## src/rtl/note_seq_ctrl.sv

```systemverilog
// Control FSM for the note-memory datapath: record strobe, timed playback, display clear.
// Optional LOOP_PLAYBACK_EN: playback wraps to slot 0 instead of stopping after the last slot.
`timescale 1ns/1ps
module note_seq_ctrl #(
    parameter int NOTE_COUNT   = 16,
    parameter int NOTE_TICKS   = 12_500_000,
    parameter int GAP_TICKS    = 1_250_000,
    parameter int CLEAR_CYCLES = 19_200
) (
    input  logic       clk,
    input  logic       reset,
    input  logic       load_btn,
    input  logic       play_btn,
    input  logic       clear_btn,
    output logic       ld_note,
    output logic       ld_play,
    output logic [3:0] note_counter,
    output logic       clear,
    output logic       mute,
    output logic       busy
);

    typedef enum logic [2:0] {IDLE, REC, PLAY_NOTE, PLAY_GAP, CLR} state_t;

    localparam logic [23:0] NOTE_LOAD  = 24'(NOTE_TICKS - 1);
    localparam logic [23:0] GAP_LOAD   = 24'((GAP_TICKS > 0) ? GAP_TICKS - 1 : 0);
    localparam logic [23:0] CLEAR_LOAD = 24'(CLEAR_CYCLES - 1);
    localparam logic [3:0]  LAST_SLOT  = 4'(NOTE_COUNT - 1);

    state_t      state_reg;
    logic [23:0] timer_reg;
    logic        load_q_reg;
    logic        play_q_reg;
    logic        clear_q_reg;

    logic load_press;
    logic play_press;
    logic clear_press;

    assign load_press  = load_btn  & ~load_q_reg;
    assign play_press  = play_btn  & ~play_q_reg;
    assign clear_press = clear_btn & ~clear_q_reg;

    // Outputs are registered alongside the state so they always describe the state being entered.
    always_ff @(posedge clk) begin
        if (!reset) begin
            state_reg    <= IDLE;
            timer_reg    <= '0;
            load_q_reg   <= 1'b0;
            play_q_reg   <= 1'b0;
            clear_q_reg  <= 1'b0;
            ld_note      <= 1'b0;
            ld_play      <= 1'b0;
            note_counter <= '0;
            clear        <= 1'b0;
            mute         <= 1'b1;
            busy         <= 1'b0;
        end else begin
            load_q_reg  <= load_btn;
            play_q_reg  <= play_btn;
            clear_q_reg <= clear_btn;
            ld_note     <= 1'b0;
            case (state_reg)
                IDLE: begin
                    if (clear_press) begin
                        state_reg <= CLR;
                        timer_reg <= CLEAR_LOAD;
                        clear     <= 1'b1;
                        mute      <= 1'b1;
                        busy      <= 1'b1;
                    end else if (play_press) begin
                        state_reg    <= PLAY_NOTE;
                        timer_reg    <= NOTE_LOAD;
                        note_counter <= '0;
                        ld_play      <= 1'b1;
                        mute         <= 1'b0;
                        busy         <= 1'b1;
                    end else if (load_press) begin
                        state_reg <= REC;
                        ld_note   <= 1'b1;
                        busy      <= 1'b1;
                    end
                end
                REC: begin
                    state_reg <= IDLE;
                    busy      <= 1'b0;
                end
                PLAY_NOTE, PLAY_GAP: begin
                    if (clear_press) begin
                        state_reg <= CLR;
                        timer_reg <= CLEAR_LOAD;
                        ld_play   <= 1'b0;
                        clear     <= 1'b1;
                        mute      <= 1'b1;
                    end else if (play_press) begin
                        state_reg    <= IDLE;
                        ld_play      <= 1'b0;
                        note_counter <= '0;
                        mute         <= 1'b1;
                        busy         <= 1'b0;
                    end else if (timer_reg != '0) begin
                        timer_reg <= timer_reg - 24'd1;
                    end else if (state_reg == PLAY_NOTE && GAP_TICKS > 0) begin
                        state_reg <= PLAY_GAP;
                        timer_reg <= GAP_LOAD;
                        mute      <= 1'b1;
                    end else if (note_counter != LAST_SLOT) begin
                        state_reg    <= PLAY_NOTE;
                        timer_reg    <= NOTE_LOAD;
                        note_counter <= note_counter + 4'd1;
                        mute         <= 1'b0;
                    end else begin
`ifdef LOOP_PLAYBACK_EN
                        state_reg    <= PLAY_NOTE;
                        timer_reg    <= NOTE_LOAD;
                        note_counter <= '0;
                        mute         <= 1'b0;
`else
                        state_reg    <= IDLE;
                        ld_play      <= 1'b0;
                        note_counter <= '0;
                        mute         <= 1'b1;
                        busy         <= 1'b0;
`endif
                    end
                end
                CLR: begin
                    if (timer_reg == '0) begin
                        state_reg <= IDLE;
                        clear     <= 1'b0;
                        busy      <= 1'b0;
                    end else begin
                        timer_reg <= timer_reg - 24'd1;
                    end
                end
                default: begin
                    state_reg <= IDLE;
                    ld_play   <= 1'b0;
                    clear     <= 1'b0;
                    mute      <= 1'b1;
                    busy      <= 1'b0;
                end
            endcase
        end
    end

endmodule

```

## config.mk

```make
export PLATFORM = sky130hd
export DESIGN_NAME = note_seq_ctrl
export DESIGN_NICKNAME = d
export VERILOG_FILES = /design/src/rtl/note_seq_ctrl.sv
export SDC_FILE = /design/constraint.sdc
export NUM_CORES = 1
export LEC_CHECK = 0
export BUFFER_PORTS_ARGS = -buffer_cell sky130_fd_sc_hd__buf_2
export CAP_MARGIN = 10
export CORE_AREA = 2 2 70 78
export DETAILED_ROUTE_END_ITERATION = 7
export DIE_AREA = 0 0 72 80
export HOLD_SLACK_MARGIN = 0.12
export PLACE_DENSITY = 0.69
export REMOVE_ABC_BUFFERS = 1
export SYNTH_ARGS = -nofsm -noshare
export SYNTH_HDL_FRONTEND = slang
export SYNTH_SLANG_ARGS = --single-unit
```

## constraint.sdc

```tcl
create_clock -name clk -period 2.6 [get_ports clk]
set_input_delay 0.39 -clock clk [delete_from_list [all_inputs] [get_ports clk]]
set_output_delay 0.39 -clock clk [all_outputs]
set_load 0.02 [all_outputs]
```

==> results.ini, run 1 <==
[detailed_routing]
drc=0
wl_per_cell_um=16.9
drt.antenna.violating_nets=0
wirelength_um=6770
drt_iter0_drc=200
via_per_inst=6.37
num_vias=2546
firstDrtPassIters=4

[floorplanning]
initial_utilization_pct=48.6
die_w_um=72
fp-row-count=27
die-area_um2=5760
core_area_um2=4970
num_io_pins=14
die_h_um=80

[yosys]
yosys.area.top_type_share_pct=32.4
yosys_warnings=0
synth.avg_cell_area_um2=7.71
synth-edff-count=0
synthFlopType=dfxtp_1
ys_ff_latch=39
async_flop_share_pct=0
synth_adder_area_share_pct=1.56
ys_types=57
yosysTopAreaCell=dfxtp_1
ys_top_cells_by_area=dfxtp_1, nand2_1, a21oi_1
syn_area_um2=2410
synth_compound_area_share_pct=27.9
synth_mux_area_share_pct=0.830
synth-simple-area-share_pct=30.2
synth-xor-area-share_pct=3.63
synthCells=313
synth_top_family_by_area=simple AND/OR/NAND/NOR gates
synth_commonest_cells=dfxtp_1, nand2_1, a21oi_1
yosysSeqAreaShare_pct=32.4

[placement]
placed_area_um2=2670
post-place-ws_ns=0.248
place.gp.congestion=0.876
portBuffers=13
hpwl_um=4930

[clocking]
cts_buffers=5
clock_latency_ns=0.31
clockBufferDepth=2
htree_levels=2
cts.sinks=39
cts_tree=done
clockRootBuffer=clkbuf_8
clkTransAtPathRegs_ns=0.09

[finish]
area_growth_pct=16.8
fin_nets=349
nFillCells=450
drive_above_1_share_pct=17.8
antenna_cells=0
largest_reg_flops=24
finalInstanceArea_um2=2820
finalCoreUtilization_pct=56.7

[global_routing]
antenna_found_initial=0
gr-total-overflow=0
grt_max_degree=33
gr-usage-all-layers_pct=25.7
grt_pass1_wl_um=11600
grt_pass1_vias=2434

[pwr]
pwr_density_cell_nw_per_um2=838
leakagePower_uw=0.00105
vdd_drop_max_mv=0.290

[sta]
max_freq_ghz=0.414
fin_tns_setup_ns=0
rsz0062_at_grt=false
setup_viol=0
worst_slack_ns=0.184
finalCriticalPeriod_ns=2.42
drv_slew=0
maxSlewHeadroom_pct=44.7
hold_violations=0
fin_skew_ns=0.0127
period_share_pct=92.9
worstMarginPinSlew_ns=0.823

[run_status]
run_status=finished clean

[worst_hold_path]
min_path_type=in2reg

[job]
cap_violations=0

[critical_path]
path_common_cell=a21oi_1
critPathMaxFanout=10
slowest_stage=dfxtp_1
cp_top_family=compound AO/OA/AOI/OAI gates
worstPathArrival_ns=2.63
criticalPathCategory=reg2reg
cp.buffers_inverters=2
cp_cell_sequence=inv_1 > ha_1 > nor4b_2 > and4_1 > a21oi_1 > o32a_1 > buf_4 > a21oi_1 > a211oi_1
startpoint_type=register
critPathRequiredTime_ns=2.81
cp-end-kind=register
slowest_delay_ns=0.42

[report_power, final]
| group | total (µW) | leakage, µW | switching [µW] | internal [µW] |
|---|---|---|---|---|
| clock network | 626 | 0.0000644 | 243 | 383 |
| registers | 803 | 0.000321 | 114 | 689 |
| logic | 931 | 0.000668 | 545 | 386 |
[worst register-to-register path, cell delays in order (launching register included)]
cell and delay, ns:
dfxtp_1 0.42, inv_1 0.09, ha_1 0.20, nor4b_2 0.16
and4_1 0.25, a21oi_1 0.23, o32a_1 0.42, buf_4 0.25
a21oi_1 0.08, a211oi_1 0.23
[per-layer routing]
metal	global-route usage, %	up-vias	routed length, µm
li1	-	1228	-
met1	30.6	1210	2910
met2	44.5	92	3350
met3	4.29	16	335
met4	12.3	0	165
met5	0	-	0
[cell usage in the layout, fill, tap and decap left out, drive strengths merged, types with 2 or more instances in the layout]
cell,synthesis,routed
mux2i,2,2
ha,3,3
o221a,3,3
xnor2,8,8
o41ai,2,2
nand2b,6,6
o22ai,6,6
nand3,8,8
nand3b,2,2
dfxtp,39,39
nor3,13,13
bufinv,0,2
nand2,40,40
o31a,4,4
o32ai,6,6
a211oi,6,6
a21oi,29,29
o21ai,24,24
and3,2,2
xor2,2,2
a31oi,9,9
nor4,7,7
inv,5,5
nor2,24,24
or3,9,9
and2,5,5
nand4,3,3
buf,2,38
a22oi,2,2
nor2b,4,4
or4,6,6
clkbuf,15,5
[area by class of cell]
type	count	area, µm²	share of cell area (%)
clock buffers	5	68.8	2.44
multi-input cells	252	1560	55.2
inverters	5	18.8	0.666
repair buffers	38	253	8.97
well taps	58	72.6	2.58
flip-flops and latches	39	781	27.7
clock inverters	3	67.6	2.40
[timing repair]
action,CTS,global route
setup endpoints to repair,0,8
endpoints found under the hold margin,0,0
buffers inserted,0,0
hold buffers,0,0
gates resized for setup,0,2
[final timing paths]
| check | from | endpoint | slack [ns] | cells past startpoint |
|---|---|---|---|---|
| min | load_btn | load_q_reg | 0.29 | 2 |
| max reg2reg | timer_reg[0] | timer_reg[10] | 0.18 | 9 |
| max | timer_reg[0] | timer_reg[10] | 0.18 | 9 |
| min reg2reg | mute | mute | 0.48 | 2 |
[kinds of logic after synthesis]
family,after synthesis
AOI/OAI and AO/OA,102
buffers and inverters,22
muxes,2
adders and majority gates,3
DFF,39
xor gates and xnor gates,10
and+or+nand+nor,135
[per-stage QoR]
step                hold WS [ns]  std cells  power (µW)
global placement           0.458        392        1710
detailed placement         0.467        392        1720
CTS                        0.291        400        2340
floorplan                  0.448        296        1410
finish                     0.287        400        2360
global route               0.296        400        2500
(Power assumes the default switching activity.)
==> run 2: changes to the inputs <==
--- a/config.mk
+++ b/config.mk
@@ -7,11 +7,14 @@
 export LEC_CHECK = 0
 export BUFFER_PORTS_ARGS = -buffer_cell sky130_fd_sc_hd__buf_2
 export CAP_MARGIN = 10
-export CORE_AREA = 2 2 70 78
+export CELL_PAD_IN_SITES_DETAIL_PLACEMENT = 1
+export CELL_PAD_IN_SITES_GLOBAL_PLACEMENT = 1
+export CORE_AREA = 2 2 70 79
+export CTS_CLUSTER_DIAMETER = 200
 export DETAILED_ROUTE_END_ITERATION = 7
-export DIE_AREA = 0 0 72 80
+export DIE_AREA = 0 0 72 81
 export HOLD_SLACK_MARGIN = 0.12
-export PLACE_DENSITY = 0.69
+export PLACE_DENSITY = 0.86
 export REMOVE_ABC_BUFFERS = 1
 export SYNTH_ARGS = -nofsm -noshare
 export SYNTH_HDL_FRONTEND = slang
==> constraint.sdc (replaced) <==
create_clock -name clk -period 2.85 [get_ports clk]
set_input_delay 0.4275 -clock clk [delete_from_list [all_inputs] [get_ports clk]]
set_output_delay 0.4275 -clock clk [all_outputs]
set_load 0.02 [all_outputs]
==> run 2 against run 1 <==
  * Global-route usage rose by 3.2 points
  * Power fell by 11%
  * Combinational power fell by 8.5%
  * Die area rose by 1.3%
  * First-iteration DRC count fell by 13%
  * Non-clock buffer count fell by 8
  * Wire length rose by 18%
  * Register-to-register slack improved by 0.06 ns
  * Critical path type unchanged
==> results.ini, run 2 (synthesized netlist as in run 1, its figures left out) <==
[run_status]
run_status=finished clean

[clocking]
clock_latency_ns=0.31  ; about the same
clkTransAtPathRegs_ns=0.08  ; about the same
clockBufferDepth=2  ; unchanged
clockRootBuffer=clkbuf_8
cts_post_setup_buffers_inserted=0  ; unchanged
cts_tree=done
cts_buffers=5  ; unchanged
cts.sinks=39  ; unchanged
htree_levels=2  ; unchanged

[placement]
place.gp.congestion=0.950  ; +8.5%
hpwl_um=5800  ; +18%
post-place-ws_ns=0.216  ; -0.0322 ns
portBuffers=13  ; unchanged
dp.cells=386  ; -1.5%

[detailed_routing]
drt.antenna.violating_nets=0  ; unchanged
drc=0  ; unchanged
wl_per_cell_um=20.3  ; +20%
via_per_inst=6.70  ; +5.2%
wirelength_um=8000  ; +18%
drt_iter0_drc=174  ; -13%
num_vias=2639  ; +3.7%
firstDrtPassIters=4  ; unchanged

[global_routing]
antenna_found_initial=0  ; unchanged
grt_pass1_wl_um=13200  ; +13%
grt_max_degree=33  ; unchanged
grt_pass1_vias=2755  ; +13%
gr-total-overflow=0  ; unchanged
gr-usage-all-layers_pct=28.9  ; +3.2 points

[pwr]
leakagePower_uw=0.00101  ; -4.3%
pwr_density_cell_nw_per_um2=768  ; -8.4%
finalPower_uw=2100  ; -11%
vdd_drop_max_mv=0.293  ; +1.2%

[floorplanning]
die-area_um2=5830  ; +1.3%
initial_utilization_pct=46.8  ; -1.7 points
num_io_pins=14  ; unchanged
die_h_um=81  ; +1.3%
fp-row-count=28  ; +3.7%
die_w_um=72  ; unchanged
core_area_um2=5150  ; +3.7%

[sta]
hold_violations=0  ; unchanged
max_freq_ghz=0.383  ; -7.4%
rsz0062_at_grt=false
setup_viol=0  ; unchanged
worst_slack_ns=0.241  ; +0.0569 ns
drv_slew=0  ; unchanged
worstMarginPinSlew_ns=0.887  ; +0.0640 ns
finalCriticalPeriod_ns=2.61  ; +0.193 ns
maxSlewHeadroom_pct=40.4  ; -4.3 points
period_share_pct=91.5  ; -1.4 points
fin_tns_setup_ns=0  ; unchanged
fin_skew_ns=0.0152  ; +0.00255 ns

[critical_path]
critPathMaxFanout=11  ; +1
reg2reg_slack_ns=0.24  ; +0.06 ns
worstPathArrival_ns=2.81  ; +0.18 ns
critPathRequiredTime_ns=3.05  ; +0.24 ns
startpoint_type=register
cp_cell_sequence=inv_1 > ha_1 > nor4b_1 > and4_1 > a21oi_1 > o32ai_2 > buf_4 > a21oi_1 > o32ai_1
cp-end-kind=register
path_common_cell=a21oi_1
criticalPathCategory=reg2reg
slowest_delay_ns=0.50  ; +0.08 ns
slowest_stage=o32ai_2

[finish]
antenna_cells=0  ; unchanged
fin_nets=341  ; -2.3%
layout_common_cells=nand2_1, dfxtp_1, a21oi_1
area_growth_pct=13.3
finalCoreUtilization_pct=53.1  ; -3.7 points
largest_reg_flops=24  ; unchanged
register_area_um2=781  ; unchanged
drive_above_1_share_pct=15.6  ; -2.3 points
nFillCells=658  ; +46%
multi_input_area_um2=1550  ; -0.56%
fin_cells=394  ; -1.5%

[worst_hold_path]
min_path_type=in2reg

[job]
cap_violations=0  ; unchanged

run 2: cell count changes in the layout (fill, tap and decap cells not counted), sizes merged:
cell | before | now
bufinv | 2 | 1
clkinvlp | 1 | 0
clkinv | 0 | 1
buf | 38 | 30
clkbuf | 5 | 6
run 2: worst max-delay path, delay by kind of cell (launching register included):
family,cells,cell delay (ns)
compound gates,4,0.82
simple gates,2,0.80
buf+inv,2,0.38
flops,1,0.36
fa+ha+maj,1,0.15
run 2: stage by stage:
stage | area, µm² | hold WS, ns
floorplan | 2350 | 0.448
global placement | 2610 | 0.450
detailed placement | 2610 | 0.477
CTS | 2730 | 0.343
global route | 2730 | 0.350
finish | 2730 | 0.345
run 2: area by class of cell:
class                           instances  area share (%)
Multi-Input combinational cell        252            56.6
Sequential cell                        39            28.6
Timing Repair Buffer                   30            7.05
Tap cell                               60            2.75
Clock inverter                          2            1.28
Clock buffer                            6            3.02
Inverter                                5           0.687
run 2: timing repair:
item,4_1_cts,5_1_grt
endpoints found under the setup margin,0,1
gates resized for setup,0,1
hold buffers,0,0
run 2: power by group:
part / leakage, µW / total, µW / switching [µW] / internal [µW]
combinational: 0.000626 / 852 / 522 / 330
sequential: 0.000321 / 747 / 119 / 628
clock: 0.0000612 / 499 / 215 / 284
run 2: final timing paths:
check / endpoint / depth (start not counted) / from
worst max-delay path: timer_reg[4] / 9 / timer_reg[0]
worst max register to register: timer_reg[4] / 9 / timer_reg[0]
worst min-delay path: load_q_reg / 2 / load_btn
worst min register to register: mute / 2 / mute
run 2: layer usage:
layer	track usage (%)	part of all wire [%]	vias up	wire, µm
met4	15.8	4.1	0	327
met2	54.2	52	87	4160
met1	31.0	40	1311	3160
met5	0	0	-	0
met3	4.09	4.4	28	353
li1	-	-	1213	-
